$ cat config.mk
export PLATFORM = sky130hd
export DESIGN_NAME = rx_module
export DESIGN_NICKNAME = d
export VERILOG_FILES = /design/src/rtl/rx_module.sv
export SDC_FILE = /design/constraint.sdc
export NUM_CORES = 1
export LEC_CHECK = 0
export ABC_AREA = 1
export CORE_MARGIN = 5
export CORE_UTILIZATION = 51
export DETAILED_ROUTE_END_ITERATION = 10
export GPL_TIMING_DRIVEN = 0
export PLACE_DENSITY_LB_ADDON = 0.15
export SLEW_MARGIN = 20
export SYNTH_ARGS = -nofsm -noshare
export SYNTH_HDL_FRONTEND = slang
export SYNTH_SLANG_ARGS = --single-unit
$ cat constraint.sdc
create_clock -name clk -period 2.1 [get_ports clk]
set_clock_uncertainty 0.15 [all_clocks]
set_input_delay 0.525 -clock clk [delete_from_list [all_inputs] [get_ports clk]]
set_output_delay 0.525 -clock clk [all_outputs]
set_load 0.01 [all_outputs]
$ cat src/rtl/rx_module.sv
// 8N1 UART receiver: 2-flop synchronizer, mid-bit sampling, one-cycle done/frame-error pulses.
// Done pulse lands CLKS_PER_BIT/2 + 9*CLKS_PER_BIT + 1 cycles after the cycle in which fall is seen.
module rx_module #(
  parameter int unsigned CLKS_PER_BIT = 434
) (
  input  logic       clk,
  input  logic       rst,
  input  logic       rx_pin_in,
  input  logic       rx_en_sig,
  output logic [7:0] rx_data,
  output logic       rx_done_sig,
  output logic       rx_frame_err,
  output logic       rx_busy
);

  localparam int unsigned CntW = $clog2(CLKS_PER_BIT);
  localparam logic [CntW-1:0] CntLast = CntW'(CLKS_PER_BIT - 1);
  localparam logic [CntW-1:0] CntMid  = CntW'(CLKS_PER_BIT / 2 - 1);

  typedef enum logic [1:0] {StIdle, StStart, StData, StStop} state_e;

  state_e          state_q, state_d;
  logic [CntW-1:0] cnt_q, cnt_d;
  logic [2:0]      idx_q, idx_d;
  logic [7:0]      shift_q, shift_d;
  logic [7:0]      data_q, data_d;
  logic            done_q, done_d;
  logic            err_q, err_d;
  logic            sync1_q, rx_s, rx_q;
  logic            fall;

  // Synchronizer and edge-detect flops reset high so a released reset never looks like a fall.
  always_ff @(posedge clk or posedge rst) begin
    if (rst) begin
      sync1_q <= 1'b1;
      rx_s    <= 1'b1;
      rx_q    <= 1'b1;
    end else begin
      sync1_q <= rx_pin_in;
      rx_s    <= sync1_q;
      rx_q    <= rx_s;
    end
  end

  assign fall = rx_q & ~rx_s;

  always_ff @(posedge clk or posedge rst) begin
    if (rst) begin
      state_q <= StIdle;
      cnt_q   <= '0;
      idx_q   <= '0;
      shift_q <= '0;
      data_q  <= '0;
      done_q  <= 1'b0;
      err_q   <= 1'b0;
    end else begin
      state_q <= state_d;
      cnt_q   <= cnt_d;
      idx_q   <= idx_d;
      shift_q <= shift_d;
      data_q  <= data_d;
      done_q  <= done_d;
      err_q   <= err_d;
    end
  end

  always_comb begin
    state_d = state_q;
    cnt_d   = cnt_q;
    idx_d   = idx_q;
    shift_d = shift_q;
    data_d  = data_q;
    done_d  = 1'b0;
    err_d   = 1'b0;
    unique case (state_q)
      StIdle: begin
        if (fall && rx_en_sig) begin
          state_d = StStart;
          cnt_d   = '0;
        end
      end
      StStart: begin
        if (cnt_q == CntMid) begin
          cnt_d = '0;
          if (!rx_s) begin
            state_d = StData;
            idx_d   = '0;
          end else begin
            state_d = StIdle;  // start bit did not hold low: treat as glitch
          end
        end else begin
          cnt_d = cnt_q + 1'b1;
        end
      end
      StData: begin
        if (cnt_q == CntLast) begin
          cnt_d          = '0;
          shift_d[idx_q] = rx_s;
          if (idx_q == 3'd7) begin
            state_d = StStop;
            idx_d   = '0;
          end else begin
            idx_d = idx_q + 1'b1;
          end
        end else begin
          cnt_d = cnt_q + 1'b1;
        end
      end
      StStop: begin
        if (cnt_q == CntLast) begin
          cnt_d   = '0;
          state_d = StIdle;
          if (rx_s) begin
            data_d = shift_q;
            done_d = 1'b1;
          end else begin
            err_d = 1'b1;
          end
        end else begin
          cnt_d = cnt_q + 1'b1;
        end
      end
      default: state_d = StIdle;
    endcase
  end

  assign rx_data      = data_q;
  assign rx_done_sig  = done_q;
  assign rx_frame_err = err_q;
  assign rx_busy      = (state_q != StIdle);

endmodule

# == After elaboration in Yosys (flattened, before gate mapping) ==
# Index checks and enable logic that the tools add are counted.
# op_classes
n_addsub,2
magnitude_cmp,2
n_eq_ne,12
mux,25
bitwise,2
reduce_logical,10
# op_table
cell,n
$mux W9,3
$pmux W9 S3,1
$mux W2,6
$mux W3,4
$ne A2 B2 Y1 const B,6
$add A9 B1 Y9 const B,1
$eq A9 B8 Y1 const B,1
$eq A9 B9 Y1 const B,1
$bwmux W8,1
$pmux W2 S4,1
$mux W1,7
$pmux W3 S2,1
$reduce_and A5 Y1,1
$eq A2 B2 Y1 const B,2
$lt A3 B4 Y1 const B,1
$reduce_and A4 Y1,1
$reduce_bool A2 Y1,2
$add A3 B1 Y3 const B,1
$demux W1 S3,1
$eq A3 B3 Y1 const B,1
$ge A3 B1 Y1 const B,1
$reduce_and A3 Y1,1
$eq A2 B1 Y1 const B,1
$logic_and A1 B1 Y1,2
5 further kinds,5
# word_totals
ff_bits,35
inputBits,4
output_inout_bits,11
word_cells,63

# == Longest topological paths before layout ==
# depth
word_depth,5
depth_mapped,11
mapped_depth_nobuf,11

# == Worst setup path before layout ==
# OpenSTA, ideal clock, no wires.
# synth_timing
path_kind,register -> register
from,reg cnt_q[1]
to,reg idx_q[0]
setup_time_ns,0.121
t_arrival_ns,1.260
t_required_ns,1.829
setup_slack_ns,0.569
path_stages_with_launch,12
n_path_buf,0
period_less_slack_ns,1.531
path_cell_list,dfrtp_1 -> inv_1 -> ha_1 -> nand2_1 -> nor2_1 -> nand2_4 -> nand2_1 -> nand2_1 -> inv_2 -> o21ai_2 -> nand2_1 -> nand2_1
# synth_between
elab_chain_len,3
word_cells_on_any_way,5
cone_classes,eq/ne: 4; reduce/logical: 1
# synth_rtl
item,line,rtl
"start, declared",23,"logic [CntW-1:0] cnt_q, cnt_d;"
"start signal, assigned",58,cnt_q <= cnt_d;
$eq A9 B9 Y1 or $eq A9 B8 Y1 (tied branches),"96, 83",
$ne A2 B2 Y1 (no line),n/a,
$reduce_and A4 Y1 (no line) *,n/a,
"end signal, assigned",59,idx_q <= idx_d;
"end, declared",24,"logic [2:0] idx_q, idx_d;"
# Every way passes the cells marked *; elsewhere a longest branch is shown, timed or not.
# A chain may end at the register's enable or synchronous reset.

# == Worst setup path after layout ==
# layout_timing
from,"reg data_q[3], in the netlist rx_data[3]"
to,out rx_data[3]
# layout_lines
item,line,rtl
"start, declared",26,"logic [7:0] data_q, data_d;"
"start signal, assigned",61,data_q <= data_d;
"end, declared",10,"output logic [7:0] rx_data,"
# No word-level cell between the ends.

==> run summary <==
Status: finished clean
GP Congestion: 0.833
DR pass1 iterations: 4
Worst path slowest cell: clkdlybuf4s50_1
Post-synth ARST share: 100%
Peak VDD IR: 0.313 mV
Max_slew headroom: 53.4%
RSZ-0062 raised after global routing: no
Hold wc startpoint: sync1_q
Tightest Pin Transition: 0.698 ns
Tcrit/Tclk final: 91.2%
Yosys cell types: 27
RR Endpoint: idx_q[2]
Total power: 1.08 mW
Worst r2r src: cnt_q[1]
Final Max Slew Viols: 0
Hold buffers post-CTS: 0
Maximum clock rate: 522 MHz
WP buf/inv: 1
Post-layout net count: 231
Sequential share of the synthesized area: 52.2%
Post-Syn Area: 1690 sq um
PwrDens: 552 nW/um^2
Area Overhead vs Synth: 16.0%
Syn avg cell area: 8.47 sq um
Largest family of logic cells by synthesized area: simple AND/OR/NAND/NOR gates
Worst skew pair latency: 0.34 ns
Layout filler cell count: 291
Post-synthesis mux area share: 0%
Wirelength per Cell: 12.0 um
WP data arrival: 1.24 ns
Setup violations, final: 0
Chip height: 67.5 um
Cts bufs inserted: 5
Post-synth top flop: dfrtp_1
Core area: 3100 sq um
Layout cell share with drive strength beyond 1: 12.6%
# port buffers: 14
First-pass GRT wire length: 5800 um
Clock Pin Slew Worst Setup and Hold Paths: 0.10 ns
GRT Total Usage: 17.3%
Non-filler cells, final: 266
CP delay by family, top: buffers and inverters
Synthesis Warnings: 0
Number of cells on the critical path: 1
Initial antenna violation count: 0
Final worst slack: 0.184 ns
Most common cell after layout, fill and taps aside: nand2_1
Syn Nets: 208
Die width: 67.5 um
Hold Violations, Final: 0
Pin count of the biggest net entering global routing: 36
Fin Setup TNS: 0 ns
Site Rows: 20
Lkg Pwr: 0.971 nW
Worst setup startpoint: rx_data[3]
R2R cell count: 11
DRT iter0 DRCs: 108
Post-DR vias/cell: 5.09
Die area: 4550 sq um
Flop2flop setup slack: 0.37 ns
Clk sinks: 35
Residual DRC: 0
Synth area leader: dfrtp_1
Pre-CTS setup slack: 0.0440 ns
Crit path max fanout: 2
Worst setup path category: register to output pin
Post-synthesis compound-gate area fraction: 7.87%
Largest cells by area after synthesis: dfrtp_1, nand2_1, nand3_1
Crit end category: output pin
Routed wire length: 3200 um
DRT antenna net count: 0
Synth Instances: 199
Critical path endpoint: rx_data[3]
Number of synthesized register bits: 35
Most frequent cells in the layout: nand2_1, dfrtp_1, inv_1, nand3_1
Crit path largest cell delay: 0.54 ns
Total gr overflow: 0
Ant diodes: 0
DP Wirelength: 2250 um
H-Tree Depth: 2
EDFF count, synth: 0
# IOs: 15
Vias in the first global route: 1306
Worst Hold Class: register to register
Initial Util: 54.3%
Vias after detailed routing: 1354
Worst Path Required: 1.42 ns
Max Cap Violations: 0
Root Buffer: clkbuf_4
Area share of xor/xnor cells in the synthesized design: 1.56%
Synth Area in Adders: 3.71%
Final min period: 1.92 ns
Worst setup SP type: register
Synth top area share: 47.5%
Placed Cells incl. Taps: 257
Clk buf depth: 2
Crit path cell chain: clkdlybuf4s50_1
CTS tree: done
Simple logic cell fraction of the synthesized area: 28.7%
==> power by group <==
group / switching (mW) / internal [mW] / leakage [nW] / total, mW
combinational: 0.0183 / 0.00763 / 0.474 / 0.0259
sequential: 0.00181 / 0.679 / 0.464 / 0.681
clock: 0.217 / 0.155 / 0.0341 / 0.372
==> layer usage <==
| layer | global-route usage (%) | share of wire, % | routed length, um |
|---|---|---|---|
| met3 | 5.82 | 5.1 | 163 |
| met2 | 27.3 | 47 | 1510 |
| met5 | 0 | 0 | 0 |
| met4 | 8.61 | 2.2 | 72 |
| met1 | 21.1 | 46 | 1460 |
==> how the worst min path moves through the flow <==
stage / slack [ns] / endpoint / cells after the start
4_1_cts: 0.21 / rx_s / 0
2_1_floorplan: 0.20 / rx_s / 0
5_1_grt: 0.22 / rx_s / 0
3_5_place_dp: 0.20 / rx_s / 0
6_report: 0.21 / rx_s / 0
3_3_place_gp: 0.20 / rx_s / 0
==> cell usage after synthesis, types with 2 or more instances <==
library cell / instances
nand2_1: 67
nor2_1: 13
inv_1: 21
nor2_4: 2
xor2_1: 2
o22ai_1: 5
nand3_1: 16
nand4_1: 3
dfrtp_1: 32
nand2_2: 2
ha_1: 5
o21ai_1: 9
o21ai_0: 4
inv_2: 3
dfstp_2: 3
==> cell type report <==
class / count / area (sq um) / area share (%)
Multi-Input combinational cell: 139 / 704 / 36.0
Clock inverter: 1 / 5.00 / 0.256
Sequential cell: 35 / 881 / 45.0
Clock buffer: 6 / 51.3 / 2.62
Buffer: 1 / 11.3 / 0.576
Tap cell: 44 / 55.1 / 2.82
Inverter: 24 / 90.1 / 4.61
Timing Repair Buffer: 16 / 158 / 8.06
==> kinds of logic after synthesis <==
kind of cell / count (synthesis)
and+or+nand+nor: 108
DFF: 35
buffers and inverters: 25
AOI/OAI and AO/OA: 23
adders and majority gates: 5
xor gates and xnor gates: 3
==> registers in the layout, indices dropped and copies added, names as in the netlist, named ones only <==
name          count
state_q           1
shift_q           8
sync1_q           1
rx_s              1
rx_data           8
rx_frame_err      1
rx_done_sig       1
rx_q              1
cnt_q             9
idx_q             3
==> per-stage QoR <==
step                      utilization, %  hold WS, ns  instance area [sq um]
after floorplan                        -        0.195                   1690
after global placement              60.6        0.197                   1880
after detailed placement            60.6        0.199                   1880
after CTS                           62.9        0.215                   1950
after global routing                63.0        0.224                   1960
final                               63.0        0.213                   1960
==> timing repair <==
| action | in CTS | in global routing |
|---|---|---|
| gates resized for setup | 1 | 1 |
| hold endpoints to repair | 0 | 0 |
| setup buffers | 2 | 0 |
| endpoints found under the setup margin | 1 | 1 |
Note: power is estimated with default switching activity, not from simulation.
